File: config.mk
export PLATFORM = sky130hd
export DESIGN_NAME = commit_trace_buffer
export DESIGN_NICKNAME = d
export VERILOG_FILES = /design/src/rtl/commit_trace_buffer.sv
export SDC_FILE = /design/constraint.sdc
export NUM_CORES = 2
export LEC_CHECK = 0
export CAP_MARGIN = 20
export CORE_ASPECT_RATIO = 1.5
export CORE_MARGIN = 2
export CORE_UTILIZATION = 40
export DETAILED_ROUTE_END_ITERATION = 16
export GPL_ROUTABILITY_DRIVEN = 0
export PLACE_DENSITY_LB_ADDON = 0.08
export SLEW_MARGIN = 20
export SYNTH_ARGS = -nofsm -noshare
export SYNTH_HDL_FRONTEND = slang
export SYNTH_SLANG_ARGS = --single-unit
File: constraint.sdc
create_clock -name clk_in -period 8.7 [get_ports clk_in]
set_clock_uncertainty 0.2 [all_clocks]
set_input_delay 1.74 -clock clk_in [delete_from_list [all_inputs] [get_ports clk_in]]
set_output_delay 1.74 -clock clk_in [all_outputs]
set_load 0.03 [all_outputs]
File: src/rtl/commit_trace_buffer.sv
// Commit trace recorder: captures (pc, inst) per retired instruction into a circular buffer with
// PC trigger, post-trigger window and valid/ready readout. Define TRACE_REGWB_EN to record writeback.
module commit_trace_buffer #(
  parameter int unsigned PC_W      = 32,
  parameter int unsigned INST_W    = 32,
  parameter int unsigned DEPTH     = 64,
  parameter int unsigned POST_TRIG = 16
) (
  input  logic                    clk_in,
  input  logic                    reset,
  input  logic                    arm,
  input  logic                    cfg_wrap,
  input  logic                    trig_pc_en,
  input  logic [PC_W-1:0]         trig_pc,
  input  logic                    cm_valid,
  input  logic [PC_W-1:0]         cm_pc,
  input  logic [INST_W-1:0]       cm_inst,
  output logic                    rd_valid,
  input  logic                    rd_ready,
  output logic [PC_W-1:0]         rd_pc,
  output logic [INST_W-1:0]       rd_inst,
  output logic [$clog2(DEPTH):0]  count,
  output logic [1:0]              state,
  output logic                    overflow,
  output logic                    done
`ifdef TRACE_REGWB_EN
  ,
  input  logic                    cm_rf_we,
  input  logic [4:0]              cm_rf_waddr,
  input  logic [31:0]             cm_rf_wdata,
  output logic                    rd_rf_we,
  output logic [4:0]              rd_rf_waddr,
  output logic [31:0]             rd_rf_wdata
`endif
);

  localparam int unsigned AW = $clog2(DEPTH);
  localparam int unsigned CW = AW + 1;
  localparam int unsigned PW = (POST_TRIG > 0) ? $clog2(POST_TRIG + 1) : 1;

  typedef enum logic [1:0] {
    StIdle    = 2'd0,
    StCapture = 2'd1,
    StPost    = 2'd2,
    StDone    = 2'd3
  } state_e;

  state_e          state_q;
  logic [AW-1:0]   wr_ptr_q, rd_ptr_q, wr_ptr_nx;
  logic [CW-1:0]   count_q;
  logic [PW-1:0]   post_q;
  logic            overflow_q, wrap_q, trig_en_q;
  logic [PC_W-1:0] trig_pc_q;

  logic [PC_W-1:0]   mem_pc   [DEPTH];
  logic [INST_W-1:0] mem_inst [DEPTH];

  logic wr_en, full, stop_full, hit, post_end, go_done, ovf_nx;

  always_comb begin
    wr_en     = cm_valid && !arm && (state_q == StCapture || state_q == StPost);
    wr_ptr_nx = wr_ptr_q + 1'b1;
    full      = (count_q == CW'(DEPTH));
    stop_full = !wrap_q && (count_q == CW'(DEPTH - 1));
    ovf_nx    = overflow_q | (full & wrap_q);
    hit       = (state_q == StCapture) && trig_en_q && (cm_pc == trig_pc_q);
    post_end  = (state_q == StPost) && (post_q == PW'(1));
    go_done   = stop_full || post_end || (hit && (POST_TRIG == 0));
  end

  always_ff @(posedge clk_in) begin
    if (wr_en) begin
      mem_pc[wr_ptr_q]   <= cm_pc;
      mem_inst[wr_ptr_q] <= cm_inst;
    end
  end

  always_ff @(posedge clk_in or posedge reset) begin
    if (reset) begin
      state_q    <= StIdle;
      wr_ptr_q   <= '0;
      rd_ptr_q   <= '0;
      count_q    <= '0;
      post_q     <= '0;
      overflow_q <= 1'b0;
      wrap_q     <= 1'b0;
      trig_en_q  <= 1'b0;
      trig_pc_q  <= '0;
    end else if (arm) begin
      // A commit coinciding with arm is dropped.
      state_q    <= StCapture;
      wr_ptr_q   <= '0;
      rd_ptr_q   <= '0;
      count_q    <= '0;
      post_q     <= '0;
      overflow_q <= 1'b0;
      wrap_q     <= cfg_wrap;
      trig_en_q  <= trig_pc_en;
      trig_pc_q  <= trig_pc;
    end else begin
      case (state_q)
        StCapture, StPost: begin
          if (cm_valid) begin
            wr_ptr_q   <= wr_ptr_nx;
            overflow_q <= ovf_nx;
            if (!full) count_q <= count_q + 1'b1;
            if (state_q == StPost) post_q <= post_q - 1'b1;
            if (go_done) begin
              state_q  <= StDone;
              // Oldest entry sits at the post-write pointer once anything was overwritten.
              rd_ptr_q <= ovf_nx ? wr_ptr_nx : '0;
            end else if (hit) begin
              state_q <= StPost;
              post_q  <= PW'(POST_TRIG);
            end
          end
        end
        StDone: begin
          if (rd_valid && rd_ready) begin
            rd_ptr_q <= rd_ptr_q + 1'b1;
            count_q  <= count_q - 1'b1;
          end
        end
        default: ;
      endcase
    end
  end

  always_comb begin
    rd_valid = (state_q == StDone) && (count_q != '0);
    rd_pc    = rd_valid ? mem_pc[rd_ptr_q] : '0;
    rd_inst  = rd_valid ? mem_inst[rd_ptr_q] : '0;
    count    = count_q;
    state    = state_q;
    overflow = overflow_q;
    done     = (state_q == StDone);
  end

`ifdef TRACE_REGWB_EN
  logic        mem_we [DEPTH];
  logic [4:0]  mem_wa [DEPTH];
  logic [31:0] mem_wd [DEPTH];

  always_ff @(posedge clk_in) begin
    if (wr_en) begin
      mem_we[wr_ptr_q] <= cm_rf_we;
      mem_wa[wr_ptr_q] <= cm_rf_waddr;
      mem_wd[wr_ptr_q] <= cm_rf_wdata;
    end
  end

  always_comb begin
    rd_rf_we    = rd_valid ? mem_we[rd_ptr_q] : 1'b0;
    rd_rf_waddr = rd_valid ? mem_wa[rd_ptr_q] : '0;
    rd_rf_wdata = rd_valid ? mem_wd[rd_ptr_q] : '0;
  end
`endif

endmodule
==> impl_metrics.json <==
{
  "worst_pin_slew_ns": 1.20,
  "insertion_delay_ns": 0.95,
  "firstDrtPassIters": 7,
  "synth_cells": 6931,
  "first_global_vias": 80800,
  "die_w_microns": 520,
  "rsz0062_at_grt": "false",
  "htree_levels": 5,
  "place_ws_ns": 1.44,
  "worst_slack_ns": 0.443,
  "period_share": 0.949,
  "fillCellCount": 32900,
  "vdd_ir_drop_max_uv": 173,
  "synth_area_sq_um": 160000,
  "synth.yosys.warnings": 0,
  "critPathRequiredTime_ns": 6.76,
  "ys_ff_latch": 4157,
  "clkSlewWorstSetupHoldPaths_ns": 0.06,
  "async_reset_ff_frac": 0.0147,
  "dp_hpwl_microns": 261000,
  "grt_pass1_wl_microns": 688000,
  "grt_max_degree": 107,
  "syn_nets": 7047,
  "post-route-util": 0.459,
  "tns_ns": 0,
  "clock_sinks": 4157,
  "cts_setup_buffers": 0,
  "clockBufferDepth": 4,
  "synth_area_per_cell_sq_um": 23.1,
  "drive_gt1_frac": 0.277,
  "synth_top_area_frac": 0.769,
  "io-pin-count": 179,
  "finalHoldViolations": 0,
  "drt-total-wl_microns": 505000,
  "synth-seq-area-share": 0.779,
  "register_area_sq_um": 125000,
  "num_vias": 78600,
  "max_freq_ghz": 0.121,
  "cts.repair.resized": 0,
  "cap_violations": 0,
  "initial_core_util": 0.401,
  "synth_edf_count": 4096,
  "rows": 284,
  "root_buffer": "clkbuf_16",
  "cp-start-kind": "flop",
  "cp-end-kind": "primary output",
  "drt_iter0_drc": 9321,
  "report.final.slew_viol_count": 0,
  "antenna_found_initial": 32,
  "post_synth_num_cell_types": 54,
  "cts_made_buffers": 403,
  "die-area_sq_um": 405000,
  "synth_ff_type": "edfxtp_1",
  "area_delta_synth_final_pct": 14.4,
  "wl_per_cell_microns": 38.8,
  "core_sq_um": 398000,
  "numPortBuffers": 178,
  "synth_area_leaders": "edfxtp_1, mux4_2, mux2i_1",
  "multi_input_area_sq_um": 34000,
  "hold_path.class": "flop to flop",
  "post_drt_via_cell_ratio": 6.04,
  "status": "complete, no violations",
  "yosys.area.top_type": "edfxtp_1",
  "grt_overflow": 0,
  "drc": 0,
  "powerDensity_nw_per_um2": 219,
  "yosys-top-cells-count": "edfxtp_1, mux4_2, a21oi_1",
  "fin_crit_ns": 8.26,
  "cts_tree": "yes",
  "power_leakage_nw": 54.1,
  "rrSetupSlack_ns": 3.77,
  "path_class": "flop to primary output",
  "ant_nets": 0,
  "die-height_microns": 778,
  "fin_nets": 7521,
  "cp.arrival_ns": 6.32,
  "post-synth-top-count-cell": "edfxtp_1",
  "track_usage": 0.249,
  "hold_ws_ns": 0.316,
  "cts_hold_buffers": 0,
  "relSlewSlack": 0.199,
  "cp_max_fo": 29,
  "setup_violations": 0
}
-- logic make-up after synthesis --
group	synth area share
AOI/OAI and AO/OA	0.0234
xor gates and xnor gates	0.00192
adders and majority gates	0.00106
buffers and inverters	0.0122
DFF	0.779
muxes	0.170
and+or+nand+nor	0.0131
-- through the flow --
step	cell area (sq um)	cells	power (W)
2_1_floorplan	160000	6931	0.0226
3_3_place_gp	170000	12300	0.0230
3_5_place_dp	170000	12300	0.0231
4_1_cts	183000	13000	0.0403
5_1_grt	183000	13000	0.0411
6_report	183000	13000	0.0400
-- critical path: stages, from the launching register on --
cell	delay (ns)
dfrtp_1	0.44
ha_1	0.68
inv_1	0.21
a31oi_1	0.19
buf_4	0.27
and2_4	0.83
buf_4	0.76
a22oi_1	0.28
a21oi_1	0.70
clkdlybuf4s50_1	0.82
-- cell usage in the layout (no fill, tap or decap), drive strengths merged, types with 23 or more instances in the layout --
cell           synthesis  routed
a211oi               167     167
a21oi                238     238
a22oi                 85      85
buf                  234     352
bufinv                 0      37
clkbuf               162     490
clkdlybuf4s50          0     113
clkinv                 0     175
dfrtp                 61      61
edfxtp              4096    4096
mux2                  38      38
mux2i                207     207
mux4                1094    1094
nand2                 40      40
nor2                  86      86
nor2b                192     192
o21ai                 27      27
o22ai                 56      56
xnor2                 23      23
-- per-layer routing --
layer | up-vias | GRT usage | routed length, microns
met5 | - | 0 | 70
li1 | 30600 | - | -
met4 | 10 | 0.0542 | 11400
met2 | 2794 | 0.425 | 256000
met1 | 44700 | 0.343 | 207000
met3 | 560 | 0.0304 | 30400
-- flip-flops by register name, summed over array words and instances, names as in the netlist --
name       flops
mem_inst    2048
mem_pc      2048
trig_pc_q     32
count          7
rd_ptr_q       6
wr_ptr_q       6
post_q         5
state          2
overflow       1
trig_en_q      1
wrap_q         1
-- final cells by class --
| class | count | area share |
|---|---|---|
| antenna | 10 | 0.000137 |
| clock buffer | 490 | 0.0583 |
| clock inverter | 233 | 0.0115 |
| inverter | 12 | 0.000246 |
| multi-input combinational | 2366 | 0.186 |
| sequential | 4157 | 0.681 |
| tap | 5291 | 0.0362 |
| timing repair buffer | 465 | 0.0265 |
-- path summary, 6_finish.rpt --
path | start | end | depth (start not counted)
worst min register to register | trig_en_q | trig_en_q | 1
worst max-delay path | state[0] | rd_pc[28] | 9
worst max register to register | state[0] | mem_inst[0][25] | 7
min in group asynchronous | reset | trig_pc_q[25] | 3
max in group asynchronous | reset | rd_ptr_q[1] | 3
worst min-delay path | trig_en_q | trig_en_q | 1
-- power by group --
group / switching [W] / leakage, nW / internal [W]
logic: 0.000432 / 10.3 / 0.000116
clock network: 0.00756 / 6.26 / 0.00979
registers: 0.0000243 / 37.6 / 0.0220
total: 0.00802 / 54.1 / 0.0320
(Power assumes the default switching activity.)
